==> config.mk <==
export PLATFORM = sky130hd
export DESIGN_NAME = scan_chain_ctrl_flat
export DESIGN_NICKNAME = d
export VERILOG_FILES = /design/src/rtl/scan_chain_ctrl_if.sv /design/src/rtl/scan_chain_ctrl.sv /design/src/flat_wrapper.sv
export SDC_FILE = /design/constraint.sdc
export NUM_CORES = 1
export LEC_CHECK = 0
export CORE_MARGIN = 5
export CORE_UTILIZATION = 56
export CTS_BUF_LIST = sky130_fd_sc_hd__clkbuf_4 sky130_fd_sc_hd__clkbuf_8
export DETAILED_ROUTE_END_ITERATION = 8
export PLACE_DENSITY = 0.86
export SYNTH_ARGS = -nofsm -noshare
export SYNTH_HDL_FRONTEND = slang
export SYNTH_SLANG_ARGS = --single-unit
==> constraint.sdc <==
create_clock -name clk -period 2.4 [get_ports clk]
set_input_delay 0.48 -clock clk [delete_from_list [all_inputs] [get_ports clk]]
set_output_delay 0.48 -clock clk [all_outputs]
set_load 0.02 [all_outputs]
==> src/rtl/scan_chain_ctrl_if.sv <==
// scan_chain_ctrl_if: host + scan-chain signal bundle for scan_chain_ctrl.
//   Host side : start, pattern_in, expect_val, mask -> controller
//               busy, done, pass, captured          <- controller
//   Chain side: scan_out                            -> controller
//               scan_mode, scan_in, scan_shift      <- controller
// expect_val carries the expected capture vector ("expect" is reserved in SV).
// slave  = the controller, master = host/bench driving it.
interface scan_chain_ctrl_if #(
  parameter int CHAIN_LEN = 7
);
  logic                 start;
  logic [CHAIN_LEN-1:0] pattern_in;
  logic [CHAIN_LEN-1:0] expect_val;
  logic [CHAIN_LEN-1:0] mask;
  logic                 busy;
  logic                 done;
  logic                 pass;
  logic [CHAIN_LEN-1:0] captured;
  logic                 scan_out;
  logic                 scan_mode;
  logic                 scan_in;
  logic                 scan_shift;

  modport slave (
    input  start, pattern_in, expect_val, mask, scan_out,
    output busy, done, pass, captured, scan_mode, scan_in, scan_shift
  );

  modport master (
    output start, pattern_in, expect_val, mask, scan_out,
    input  busy, done, pass, captured, scan_mode, scan_in, scan_shift
  );
endinterface

==> src/rtl/scan_chain_ctrl.sv <==
// scan_chain_ctrl: runs one scan test pattern per start request.
//   LOAD    shifts the pattern in, MSB first, so bit i lands in cell i
//   SETTLE  SETTLE_CYC functional cycles (skipped when 0)
//   CAPTURE one functional capture pulse
//   UNLOAD  shifts the chain out into captured, cell CHAIN_LEN-1 first
//   COMPARE done pulse, pass = masked compare against expect_val
// Ports:
//   clk  clock (chain shares this edge, gated by scan_shift)
//   clr  asynchronous active-high reset
//   bus  scan_chain_ctrl_if.slave (host handshake + chain lines)
//   fail_cnt [7:0]  saturating count of failing runs, present only when
//                   SCAN_FAILCNT_EN is defined
// All outputs are registered.
module scan_chain_ctrl #(
  parameter int CHAIN_LEN  = 7,
  parameter int SETTLE_CYC = 1
) (
  input  logic clk,
  input  logic clr,
  scan_chain_ctrl_if.slave bus
`ifdef SCAN_FAILCNT_EN
  ,
  output logic [7:0] fail_cnt
`endif
);

  localparam int CW = $clog2(CHAIN_LEN + 1);

  typedef enum logic [2:0] {
    IDLE, LOAD, SETTLE, CAPTURE, UNLOAD, COMPARE
  } state_t;

  state_t               state;
  logic [CW-1:0]        cnt;
  logic [3:0]           scnt;
  logic [CHAIN_LEN-1:0] load_sr;   // remaining pattern bits, next bit at MSB
  logic [CHAIN_LEN-1:0] unl_sel;   // one-hot: captured bit written this unload cycle
  logic [CHAIN_LEN-1:0] exp_q;
  logic [CHAIN_LEN-1:0] mask_q;
  logic [CHAIN_LEN-1:0] cap_nxt;
  logic                 cnt_last;
  logic                 pass_nxt;

  assign cnt_last = (cnt == CW'(CHAIN_LEN - 1));

  // captured with this cycle's scan_out merged in; on the final unload
  // cycle this is the complete vector, so pass is computed from it directly.
  always_comb begin
    cap_nxt  = bus.scan_out ? (bus.captured | unl_sel) : (bus.captured & ~unl_sel);
    pass_nxt = (((cap_nxt ^ exp_q) & mask_q) == '0);
  end

  always_ff @(posedge clk or posedge clr) begin
    if (clr) begin
      state          <= IDLE;
      cnt            <= '0;
      scnt           <= '0;
      load_sr        <= '0;
      unl_sel        <= '0;
      exp_q          <= '0;
      mask_q         <= '0;
      bus.scan_mode  <= 1'b0;
      bus.scan_in    <= 1'b0;
      bus.scan_shift <= 1'b0;
      bus.busy       <= 1'b0;
      bus.done       <= 1'b0;
      bus.pass       <= 1'b0;
      bus.captured   <= '0;
    end else begin
      case (state)
        IDLE: begin
          bus.done       <= 1'b0;
          bus.scan_mode  <= 1'b0;
          bus.scan_shift <= 1'b0;
          bus.scan_in    <= 1'b0;
          if (bus.start) begin
            exp_q          <= bus.expect_val;
            mask_q         <= bus.mask;
            bus.pass       <= 1'b0;
            bus.busy       <= 1'b1;
            // First load bit goes out now; the rest wait in load_sr.
            bus.scan_in    <= bus.pattern_in[CHAIN_LEN-1];
            load_sr        <= bus.pattern_in << 1;
            bus.scan_mode  <= 1'b1;
            bus.scan_shift <= 1'b1;
            cnt            <= '0;
            state          <= LOAD;
          end
        end
        LOAD: begin
          if (cnt_last) begin
            bus.scan_in   <= 1'b0;
            bus.scan_mode <= 1'b0;
            cnt           <= '0;
            scnt          <= '0;
            if (SETTLE_CYC == 0) begin
              bus.scan_shift <= 1'b1;
              state          <= CAPTURE;
            end else begin
              bus.scan_shift <= 1'b0;
              state          <= SETTLE;
            end
          end else begin
            bus.scan_in <= load_sr[CHAIN_LEN-1];
            load_sr     <= load_sr << 1;
            cnt         <= cnt + CW'(1);
          end
        end
        SETTLE: begin
          if (scnt == 4'(SETTLE_CYC - 1)) begin
            bus.scan_shift <= 1'b1;
            state          <= CAPTURE;
          end else begin
            scnt <= scnt + 4'd1;
          end
        end
        CAPTURE: begin
          bus.scan_mode  <= 1'b1;
          bus.scan_shift <= 1'b1;
          bus.scan_in    <= 1'b0;
          unl_sel        <= {1'b1, {(CHAIN_LEN-1){1'b0}}};
          cnt            <= '0;
          state          <= UNLOAD;
        end
        UNLOAD: begin
          bus.captured <= cap_nxt;
          unl_sel      <= unl_sel >> 1;
          if (cnt_last) begin
            bus.scan_mode  <= 1'b0;
            bus.scan_shift <= 1'b0;
            bus.busy       <= 1'b0;
            bus.done       <= 1'b1;
            bus.pass       <= pass_nxt;
            state          <= COMPARE;
          end else begin
            cnt <= cnt + CW'(1);
          end
        end
        COMPARE: begin
          // start is ignored here; it is accepted from the next IDLE cycle.
          bus.done <= 1'b0;
          state    <= IDLE;
        end
        default: state <= IDLE;
      endcase
    end
  end

`ifdef SCAN_FAILCNT_EN
  // Counts on the same edge that publishes pass, so it is current with done.
  always_ff @(posedge clk or posedge clr) begin
    if (clr)
      fail_cnt <= 8'd0;
    else if (state == UNLOAD && cnt_last && !pass_nxt && fail_cnt != 8'hFF)
      fail_cnt <= fail_cnt + 8'd1;
  end
`endif

endmodule

==> src/flat_wrapper.sv <==
// flat-port wrapper written by rule: the top's interface ports become plain ports
module scan_chain_ctrl_flat 
#(
  parameter int CHAIN_LEN  = 7,
  parameter int SETTLE_CYC = 1
)
  (clk, clr, bus_start, bus_pattern_in, bus_expect_val, bus_mask, bus_scan_out, bus_busy, bus_done, bus_pass, bus_captured, bus_scan_mode, bus_scan_in, bus_scan_shift);
  scan_chain_ctrl_if #(.CHAIN_LEN(CHAIN_LEN)) bus_i ();
  input  logic clk;
  input  logic clr;
  input wire logic [$bits(bus_i.start)-1:0] bus_start;
  input wire logic [$bits(bus_i.pattern_in)-1:0] bus_pattern_in;
  input wire logic [$bits(bus_i.expect_val)-1:0] bus_expect_val;
  input wire logic [$bits(bus_i.mask)-1:0] bus_mask;
  input wire logic [$bits(bus_i.scan_out)-1:0] bus_scan_out;
  output wire logic [$bits(bus_i.busy)-1:0] bus_busy;
  output wire logic [$bits(bus_i.done)-1:0] bus_done;
  output wire logic [$bits(bus_i.pass)-1:0] bus_pass;
  output wire logic [$bits(bus_i.captured)-1:0] bus_captured;
  output wire logic [$bits(bus_i.scan_mode)-1:0] bus_scan_mode;
  output wire logic [$bits(bus_i.scan_in)-1:0] bus_scan_in;
  output wire logic [$bits(bus_i.scan_shift)-1:0] bus_scan_shift;
  assign bus_i.start = bus_start;
  assign bus_i.pattern_in = bus_pattern_in;
  assign bus_i.expect_val = bus_expect_val;
  assign bus_i.mask = bus_mask;
  assign bus_i.scan_out = bus_scan_out;
  assign bus_busy = bus_i.busy;
  assign bus_done = bus_i.done;
  assign bus_pass = bus_i.pass;
  assign bus_captured = bus_i.captured;
  assign bus_scan_mode = bus_i.scan_mode;
  assign bus_scan_in = bus_i.scan_in;
  assign bus_scan_shift = bus_i.scan_shift;
  scan_chain_ctrl #(.CHAIN_LEN(CHAIN_LEN), .SETTLE_CYC(SETTLE_CYC)) u_core (.clk(clk), .clr(clr), .bus(bus_i));
endmodule
### Yosys cells after proc, flatten, opt, wreduce, memory -nomap -nowiden

Index checks and enable logic that the tools add are counted.

* register bits: 51
* logic and storage cells: 90
* bits of input ports: 25
* output and inout port bits: 13

* multiplexer cells: 32
* equal/unequal tests: 14
* $add $sub $neg: 2
* bitwise gates (word level): 5
* reductions and logical operators: 23

Operators by type and width (count)
* $pmux W7 S2: 2
* $mux W3: 7
* $mux W7: 3
* $pmux W3 S5: 1
* $reduce_and A3 Y1: 5
* $and A7 B7 Y7: 2
* $pmux W3 S4: 1
* $reduce_bool A2 Y1: 5
* $eq A3 B3 Y1 const B: 3
* $mux W1: 9
* $mux W4: 2
* $ne A2 B1 Y1 const B: 4
* $ne A2 B2 Y1 const B: 4
* $pmux W4 S2: 1
* $reduce_bool A4 Y1: 2
* $logic_not A7 Y1: 1
* $not A7 Y7: 1
* $or A7 B7 Y7: 1
* $xor A7 B7 Y7: 1
* $eq A3 B2 Y1 const B: 2
* $pmux W1 S2: 3
* $pmux W1 S3: 2
* $reduce_and A2 Y1: 3
* $reduce_bool A3 Y1: 2
* other kinds (8): 9

### Longest topological paths before layout

Gate-level depths: netlist (run 1).

* depth in word-level cells: 8
* mapped depth: 7
* gate-level depth less buffers: 6

### Worst setup path before layout (run 1)

Ideal clock, no wire load.

* path type: register to register
* start point: reg u_core.scnt[0]
* end point: reg u_core.bus.scan_shift
* arrival: 1.558 ns
* clock period less this slack: 1.683 ns
* slack: 0.717 ns
* cell stages (with the launch flop): 7
* setup time: 0.125 ns
* cells stage by stage: dfrtp_1 inv_1 ha_1 nor3b_1 o21ai_0 a211oi_1 mux2_2

* word-level cells in the longest chain between the ends: 3

RTL lines
* start, declared: line scan_chain_ctrl.sv:35 `logic [3:0] scnt;`
* start signal, assigned: line scan_chain_ctrl.sv:114 `scnt <= scnt + 4'd1;`
* $logic_not A4 Y1: line scan_chain_ctrl.sv:110 `if (scnt == 4'(SETTLE_CYC - 1)) begin`
* $ne A2 B1 Y1 (no source line)
* $reduce_and A3 Y1 (no source line)
* end signal, assigned: line scan_chain_ctrl.sv:111 `bus.scan_shift <= 1'b1;`
* end signal, assigned: line scan_chain_ctrl.sv:119 `bus.scan_shift <= 1'b1;`
* end signal, assigned: line scan_chain_ctrl.sv:130 `bus.scan_shift <= 1'b0;`
* end, declared: line scan_chain_ctrl_if.sv:26 `output busy, done, pass, captured, scan_mode, scan_in, scan_shift`

Every way passes these cells.
A chain may end at the register's enable or synchronous reset.

### Final worst setup path (run 1)

* start point: reg u_core.cnt[0]
* end point: reg u_core.bus.scan_shift

* word-level cells in the longest chain between the ends: 3

RTL lines
* start, declared: line scan_chain_ctrl.sv:34 `logic [CW-1:0] cnt;`
* start signal, assigned: line scan_chain_ctrl.sv:106 `cnt <= cnt + CW'(1);`
* start signal, assigned: line scan_chain_ctrl.sv:136 `cnt <= cnt + CW'(1);`
* $eq A3 B3 Y1: line scan_chain_ctrl.sv:44 `assign cnt_last = (cnt == CW'(CHAIN_LEN - 1));`
* $ne A2 B1 Y1 (no source line)
* $reduce_and A3 Y1 (no source line)
* end signal, assigned: line scan_chain_ctrl.sv:64 `bus.scan_shift <= 1'b0;`
* end signal, assigned: line scan_chain_ctrl.sv:74 `bus.scan_shift <= 1'b0;`
* end signal, assigned: line scan_chain_ctrl.sv:85 `bus.scan_shift <= 1'b1;`

Every way passes these cells.

==> flow_metrics.env, run 1 <==
export IMPL_antenna_found_initial=0
export IMPL_pwr_share_clk_pct=18.2
export IMPL_multiInputGateArea_sq_mm=0.001162
export IMPL_ys_warn_count=0
export IMPL_gp_congestion=0.8532
export IMPL_cts_tree="yes"
export IMPL_hpwl_microns=3667
export IMPL_cts_root_buf="clkbuf_8"
export IMPL_die_h_microns=77.32
export IMPL_cts_repair_resized=0
export IMPL_syn_num_nets=282
export IMPL_p_leak_nw=1.432
export IMPL_drt_wl_total_microns=4896
export IMPL_grt_use_total_pct=17.29
export IMPL_final_common_cell="nand2_1"
export IMPL_finish_instance_area_sq_mm=0.003053
export IMPL_p_comb_share_pct=36.1
export IMPL_relSlewSlack_pct=55.38
export IMPL_hold_violations=0
export IMPL_worstPathMaxFanout=5
export IMPL_async_reset_ff_share_pct=100.0
export IMPL_critPathKind="flip-flop to flip-flop"
export IMPL_fin_crit_sh_pct=77.71
export IMPL_clockBufferDepth=2
export IMPL_nets=322
export IMPL_ys_ff_latch=50
export IMPL_fin_crit_ns=1.865
export IMPL_power_density_mw_per_mm2=946.5
export IMPL_clk_latency_ns=0.31
export IMPL_synth_ff_type="dfrtp_1"
export IMPL_hold_class="flip-flop to flip-flop"
export IMPL_post_place_cells=338
export IMPL_finalPower_mw=2.890
export IMPL_critPathCaptureType="flip-flop"
export IMPL_grt_pass1_wl_microns=8452
export IMPL_htree_levels=2
export IMPL_drc=0
export IMPL_die_w_microns=77.32
export IMPL_internal_power_mw=1.832
export IMPL_fin_worst_skew_ns=0.008279
export IMPL_avgViaCountPerCell=5.514
export IMPL_ys_seq_area_share_pct=49.31
export IMPL_crit_path_start_kind="flip-flop"
export IMPL_final_cell_mix="nand2_1, dfrtp_1, clkdlybuf4s50_1"
export IMPL_slew_violations=0
export IMPL_hold_ws_ns=0.4901
export IMPL_worstPathRequired_ns=2.59
export IMPL_io_buffers=37
export IMPL_io_pins=38
export IMPL_start_util_pct=57.88
export IMPL_fmax_mhz=536.2
export IMPL_synth_edff_count=0
export IMPL_drt_iter0_markers=166
export IMPL_grt_setup_unrepaired="false"
export IMPL_net_switching_power_mw=1.057
export IMPL_place_area_sq_mm=0.002954
export IMPL_seqPwrFrac_pct=45.7
export IMPL_ant_nets=0
export IMPL_fin_setup_tns_ns=0
export IMPL_switching_share_pct=36.59
export IMPL_overflow=0
export IMPL_cts_setup_buffers=0
export IMPL_finalSetupViolCount=0
export IMPL_die_area_sq_mm=0.005978
export IMPL_n_antenna_cell=0
export IMPL_worst_ep_arrival_time_ns=2.06
export IMPL_syn_inst=253
export IMPL_core_area_sq_mm=0.004384
export IMPL_ys_types=44
export IMPL_postSynthAreaPerCell_sq_um=10.03
export IMPL_grt_pass1_vias=1846
export IMPL_cts_buffers=5
export IMPL_fillers=314
export IMPL_synth_area_sq_mm=0.002537
export IMPL_wl_per_cell_microns=14.15
export IMPL_dr_pass1_iters=4
export IMPL_cap_violations=0
export IMPL_status="finished clean"
export IMPL_clk_pin_slew_ns=0.09
export IMPL_cts_sinks=50
export IMPL_worst_pin_slew_ns=0.6693
export IMPL_cts_hold_fix_buffers=0
export IMPL_fin_cells=346
export IMPL_rows=24
export IMPL_ff_latch_area_sq_mm=0.001251
export IMPL_drive_gt1_share_pct=10.88
export IMPL_grt_max_degree=27
export IMPL_power_ir_vdd_worst_uv=569.8
export IMPL_via_count=1908
export IMPL_syn_to_final_growth_pct=20.32
-- registers in the layout (all words and copies together) (netlist names), 3 cells and up --
register	flops
u_core.bus.captured	7
u_core.exp_q	7
u_core.mask_q	7
u_core.unl_sel	7
u_core.load_sr	6
u_core.scnt	4
u_core.cnt	3
u_core.state	3
-- cell type report --
| class | instances | area share (%) |
|---|---|---|
| clock buffer | 6 | 2.705 |
| clock inverter | 2 | 0.5328 |
| inverter | 12 | 1.475 |
| multi-input combinational | 179 | 38.07 |
| sequential | 50 | 40.98 |
| tap | 52 | 2.131 |
| timing repair buffer | 45 | 14.10 |
-- routing by layer --
metal / routed length (microns) / track usage [%] / vias to the layer above
li1: - / - / 951
met1: 2389 / 25.50 / 914
met2: 2255 / 25.42 / 35
met3: 200 / 3.279 / 8
met4: 51 / 6.357 / 0
met5: 0 / 0 / -
-- synthesized netlist by cell type (2+ instances only) --
cell type / count / area [sq um]
a22o_1: 8 / 70.07
o2bb2ai_1: 2 / 17.52
nand2_2: 3 / 18.77
nor2b_1: 4 / 25.02
buf_6: 3 / 33.78
buf_2: 5 / 25.02
a31o_1: 2 / 17.52
xnor2_1: 5 / 43.79
mux2_2: 4 / 45.04
mux2_4: 3 / 45.04
o22ai_1: 6 / 37.54
clkbuf_1: 2 / 7.510
nand3_1: 3 / 15.01
a21oi_1: 15 / 75.07
nand2_1: 57 / 214.0
or3_1: 2 / 12.51
dfrtp_1: 50 / 1251
ha_1: 4 / 50.05
nor2_1: 10 / 37.54
mux2i_1: 11 / 110.1
nand2b_1: 8 / 50.05
o21ai_0: 13 / 65.06
inv_1: 12 / 45.04
-- critical path, cell delays in order (launching register included) --
cell and delay, ns:
dfrtp_1 0.42, inv_1 0.07, ha_1 0.26, nand2_1 0.16, o21a_1 0.21, a211oi_1 0.25, mux2_2 0.37
-- cell families after synthesis --
| family | after synthesis | share of synthesized area (%) |
|---|---|---|
| xor+xnor | 5 | 1.726 |
| simple gates | 93 | 17.85 |
| buf+inv | 24 | 4.881 |
| compound gates | 58 | 15.93 |
| fa+ha+maj | 4 | 1.972 |
| flops | 50 | 49.31 |
| mux | 19 | 8.333 |
-- per-stage QoR --
step,setup WS (ns),util (%)
global route,0.3528,69.63
floorplan,0.7168,-
CTS,0.5403,69.63
global placement,0.2316,67.38
detailed placement,0.2255,67.38
finish,0.5351,69.63
-- worst paths after layout --
path	start	end	slack (ns)	depth (start not counted)
hold reg to reg	u_core.mask_q[0]	u_core.mask_q[0]	0.49	2
setup reg to reg	u_core.cnt[0]	u_core.bus.scan_shift	0.54	6
max in group asynchronous	clr	u_core.bus.scan_in	1.29	3
setup / recovery	u_core.cnt[0]	u_core.bus.scan_shift	0.54	6
min in group asynchronous	clr	u_core.exp_q[6]	0.52	2
hold / removal	u_core.mask_q[0]	u_core.mask_q[0]	0.49	2
-- power groups by stage --
stage	combinational [mW]	clock, mW	sequential (mW)
after floorplan	0.800	0	1.29
after detailed placement	1.05	0	1.34
final	1.04	0.527	1.32
after global placement	1.01	0	1.33
after CTS	1.05	0.531	1.32
after global routing	1.18	0.567	1.37
No activity file was read; power rests on OpenSTA's default activity.
==> inputs of run 2 (changes only) <==
- clock period: 2.4 -> 1.9 ns (I/O delays scaled with it)
==> flow_metrics.env, run 2 (synthesis results as in run 1) <==
export IMPL_status="finished clean"
export IMPL_cp_num_buf_inv=1
export IMPL_core_area_sq_mm=0.004384
export IMPL_htree_levels=2
export IMPL_fmax_mhz=564.4
export IMPL_cts_root_buf="clkbuf_8"
export IMPL_worstPathRequired_ns=2.09
export IMPL_fillers=299
export IMPL_avgViaCountPerCell=5.466
export IMPL_drive_gt1_share_pct=13.91
export IMPL_pwr_share_clk_pct=19.7
export IMPL_reg2reg_depth=6
export IMPL_nets=330
export IMPL_internal_power_mw=2.471
export IMPL_power_density_mw_per_mm2=1212
export IMPL_worst_ep_arrival_time_ns=1.96
export IMPL_io_buffers=37
export IMPL_final_common_cell="nand2_1"
export IMPL_cts_tree="yes"
export IMPL_r2r_start="u_core.scnt[0]"
export IMPL_grt_setup_unrepaired="false"
export IMPL_rows=24
export IMPL_cts_setup_buffers=0
export IMPL_final_cell_mix="nand2_1, dfrtp_1, clkdlybuf4s50_1"
export IMPL_slew_violations=0
export IMPL_switching_share_pct=35.50
export IMPL_crit_chain="inv_1 -> ha_1 -> nor3b_2 -> o21ai_0 -> a211oi_1 -> mux2_2"
export IMPL_grt_use_total_pct=18.51
export IMPL_cp_top_family="flip-flops"
export IMPL_crit_path_start_kind="flip-flop"
export IMPL_die_w_microns=77.32
export IMPL_finalPower_mw=3.830
export IMPL_wl_per_cell_microns=14.47
export IMPL_die_h_microns=77.32
export IMPL_worstPathMaxFanout=3
export IMPL_cts_buffers=5
export IMPL_slowest_stage="dfrtp_1"
export IMPL_via_count=1935
export IMPL_grt_max_degree=51
export IMPL_antenna_found_initial=0
export IMPL_ff2ff_setup_slack_ns=0.13
export IMPL_hold_ws_ns=0.4181
export IMPL_r2r_end="u_core.bus.scan_shift"
export IMPL_hold_class="input port to async pin"
export IMPL_fin_crit_ns=1.772
export IMPL_fin_crit_sh_pct=93.26
export IMPL_relSlewSlack_pct=64.32
export IMPL_seqPwrFrac_pct=43.4
export IMPL_dr_pass1_iters=4
export IMPL_critPathCaptureType="flip-flop"
export IMPL_clk_pin_slew_ns=0.09
export IMPL_finalSetupViolCount=0
export IMPL_critPathKind="flip-flop to flip-flop"
export IMPL_hpwl_microns=3724
export IMPL_worst_pin_slew_ns=0.5352
export IMPL_hold_violations=0
export IMPL_syn_to_final_growth_pct=24.51
export IMPL_ant_nets=0
export IMPL_p_comb_share_pct=36.9
export IMPL_io_pins=38
export IMPL_cts_sinks=50
export IMPL_clk_latency_ns=0.30
export IMPL_cap_violations=0
export IMPL_net_switching_power_mw=1.360
export IMPL_clockBufferDepth=2
export IMPL_drc=0
export IMPL_grt_pass1_wl_microns=9170
export IMPL_p_leak_nw=1.492
export IMPL_drt_iter0_markers=159
export IMPL_drt_wl_total_microns=5121
export IMPL_gp_congestion=0.8182
export IMPL_n_antenna_cell=0
export IMPL_overflow=0
export IMPL_fin_worst_skew_ns=0.006285
export IMPL_die_area_sq_mm=0.005978
export IMPL_power_ir_vdd_worst_uv=628.2
export IMPL_slowest_delay_ns=0.41
export IMPL_grt_pass1_vias=2000
export IMPL_start_util_pct=57.88
-- run 2: cell types whose count changed in the layout (fill, tap and decap cells not counted) --
cell	change
bufinv_16	+1
nor3b_2	+1
clkinv_2	+1
buf_4	+6
clkbuf_8	-1
clkinvlp_4	-1
ha_1	-1
buf_12	+2
nor3b_1	-1
ha_2	+1
-- run 2: stage by stage --
stage	worst slack (ns)	instances	cell area, sq um	setup TNS (ns)	utilization, %
6_report	0.1281	354	3159	0	72.06
4_1_cts	0.02981	354	3152	0	71.89
2_1_floorplan	0.2168	253	2537	0	-
3_3_place_gp	0.02397	346	3039	0	69.32
3_5_place_dp	-0.1001	346	3039	-0.1001	69.32
5_1_grt	0.02692	354	3159	0	72.06
-- run 2: cell type report --
cell class,instances,area (sq um),share of cell area (%)
sequential,50,1251,39.60
multi-input combinational,179,1170,37.03
timing repair buffer,53,515.5,16.32
clock buffer,5,68.82,2.178
tap,52,65.06,2.059
inverter,12,45.04,1.426
clock inverter,3,43.79,1.386
-- run 2: worst min-delay path, delay by kind of cell --
kind / cells / cell delay, ns
buf+inv: 3 / 0.73
-- run 2: layer usage --
layer	up-vias	part of all wire, %	global-route usage (%)
met1	918	47	25.60
met3	7	4.3	3.513
met4	0	1.5	6.357
li1	965	-	-
met2	45	48	29.21
met5	-	0	0
-- run 2: timing repair --
action | 4_1_cts | 5_1_grt
setup endpoints to repair | 0 | 5
hold buffers | 0 | 0
gates resized for setup | 0 | 2
endpoints found under the hold margin | 0 | 0
-- run 2: how the worst max path moves through the flow --
stage | from | to | slack [ns] | cells after the start
5_1_grt | bus_scan_out | u_core.bus.pass | 0.03 | 5
2_1_floorplan | u_core.scnt[0] | u_core.bus.scan_shift | 0.22 | 6
6_report | u_core.scnt[0] | u_core.bus.scan_shift | 0.13 | 6
4_1_cts | u_core.scnt[0] | u_core.bus.scan_shift | 0.03 | 6
3_5_place_dp | bus_scan_out | u_core.bus.pass | -0.10 | 5
3_3_place_gp | bus_scan_out | u_core.bus.pass | 0.02 | 5
-- run 2: power groups by stage --
stage               sequential, mW  clock (mW)  combinational, mW
CTS                           1.65       0.772               1.42
detailed placement            1.68           0               1.40
global placement              1.66           0               1.35
finish                        1.66       0.754               1.41
global route                  1.70       0.820               1.60
floorplan                     1.63           0               1.01
==> inputs of run 3 (changes only) <==
- CORE_ASPECT_RATIO: unset -> 0.8
==> flow_metrics.env, run 3 (synthesis results as in run 1) <==
export IMPL_worst_pin_slew_ns=0.6135
export IMPL_rows=21
export IMPL_n_antenna_cell=0
export IMPL_finish_utilization_pct=74.29
export IMPL_grt_pass1_vias=1939
export IMPL_drt_wl_total_microns=5279
export IMPL_die_h_microns=70.21
export IMPL_hpwl_microns=3946
export IMPL_finish_instance_area_sq_mm=0.003182
export IMPL_worst_ep_arrival_time_ns=2.01
export IMPL_hold_violations=0
export IMPL_via_count=1957
export IMPL_overflow=0
export IMPL_io_pins=38
export IMPL_clk_latency_ns=0.31
export IMPL_fin_crit_sh_pct=95.97
export IMPL_power_density_mw_per_mm2=1216
export IMPL_final_cell_mix="nand2_1, dfrtp_1, clkdlybuf4s50_1"
export IMPL_status="finished clean"
export IMPL_clockBufferDepth=2
export IMPL_power_ir_vdd_worst_uv=738.7
export IMPL_htree_levels=2
export IMPL_relSlewSlack_pct=59.10
export IMPL_post_place_cells=354
export IMPL_crit_path_start_kind="flip-flop"
export IMPL_clk_pin_slew_ns=0.08
export IMPL_grt_pass1_wl_microns=9011
export IMPL_die_w_microns=85.26
export IMPL_critPathKind="flip-flop to flip-flop"
export IMPL_io_buffers=37
export IMPL_slew_violations=0
export IMPL_wl_per_cell_microns=14.58
export IMPL_multiInputGateArea_sq_mm=0.001162
export IMPL_place_area_sq_mm=0.003068
export IMPL_dr_pass1_iters=4
export IMPL_ff_latch_area_sq_mm=0.001251
export IMPL_grt_use_total_pct=18.82
export IMPL_ant_nets=0
export IMPL_die_area_sq_mm=0.005986
export IMPL_fin_cells=362
export IMPL_critPathLaunch="u_core.scnt[0]"
export IMPL_drt_iter0_markers=100
export IMPL_p_leak_nw=1.501
export IMPL_grt_setup_unrepaired="false"
export IMPL_hold_class="input port to async pin"
export IMPL_r2r_start="u_core.scnt[0]"
export IMPL_gp_congestion=0.8424
export IMPL_cts_buffers=5
export IMPL_nets=333
export IMPL_core_area_sq_mm=0.004283
export IMPL_finalSetupViolCount=0
export IMPL_worstPathRequired_ns=2.09
export IMPL_cts_sinks=50
export IMPL_finalPower_mw=3.870
export IMPL_fmax_mhz=548.4
export IMPL_worstPathMaxFanout=3
export IMPL_drc=0
export IMPL_fin_crit_ns=1.823
export IMPL_final_common_cell="nand2_1"
export IMPL_drive_gt1_share_pct=14.10
export IMPL_cts_repair_resized=0
export IMPL_cts_setup_buffers=0
export IMPL_cts_root_buf="clkbuf_8"
export IMPL_syn_to_final_growth_pct=25.39
export IMPL_antenna_found_initial=0
export IMPL_cts_hold_fix_buffers=0
export IMPL_start_util_pct=59.25
export IMPL_cts_tree="yes"
export IMPL_fillers=302
export IMPL_grt_max_degree=51
export IMPL_avgViaCountPerCell=5.406
export IMPL_critPathCaptureType="flip-flop"
export IMPL_cap_violations=0
export IMPL_fin_worst_skew_ns=0.008479
export IMPL_reg2reg_depth=6
run 3: worst max-delay path, stage by stage (launching register included):
cell and delay, ns:
dfrtp_1 0.40, inv_1 0.10, ha_1 0.14, nor3b_1 0.30, o21ai_0 0.13, a211oi_1 0.27
mux2_2 0.36
run 3: cell type report:
class,count,area share [%]
Timing Repair Buffer,56,16.91
Sequential cell,50,39.32
Tap cell,57,2.241
Clock buffer,6,2.399
Multi-Input combinational cell,179,36.53
Inverter,12,1.416
Clock inverter,2,1.180
run 3: metrics by stage:
| step | hold WS [ns] | worst slack, ns | setup TNS [ns] |
|---|---|---|---|
| final | 0.4256 | 0.07664 | 0 |
| after global routing | 0.4503 | 0.005065 | 0 |
| after CTS | 0.4329 | 0.08128 | 0 |
| after detailed placement | 0.4648 | -0.002638 | -0.002638 |
| after global placement | 0.4616 | 0.02280 | 0 |
| after floorplan | 0.4415 | 0.2168 | 0 |
run 3: final timing paths:
path                                          to  slack, ns
max                        u_core.bus.scan_shift       0.08
min                        u_core.bus.scan_shift       0.43
max reg2reg                u_core.bus.scan_shift       0.08
min reg2reg                     u_core.mask_q[6]       0.48
max in group asynchronous          u_core.cnt[0]       1.26
min in group clk                u_core.mask_q[6]       0.48
run 3: power breakdown:
part	total [mW]	internal (mW)	leakage (nW)	switching, mW
clock network	0.751	0.407	0.0548	0.344
logic	1.45	0.716	0.821	0.738
registers	1.66	1.38	0.626	0.282
run 3: layer usage:
| metal | routed length [microns] | part of all wire, % | global-route usage (%) |
|---|---|---|---|
| met1 | 2465 | 47 | 26.65 |
| met2 | 2474 | 47 | 28.36 |
| met3 | 259 | 4.9 | 4.230 |
| met4 | 80 | 1.5 | 6.678 |
| met5 | 0 | 0 | 0 |
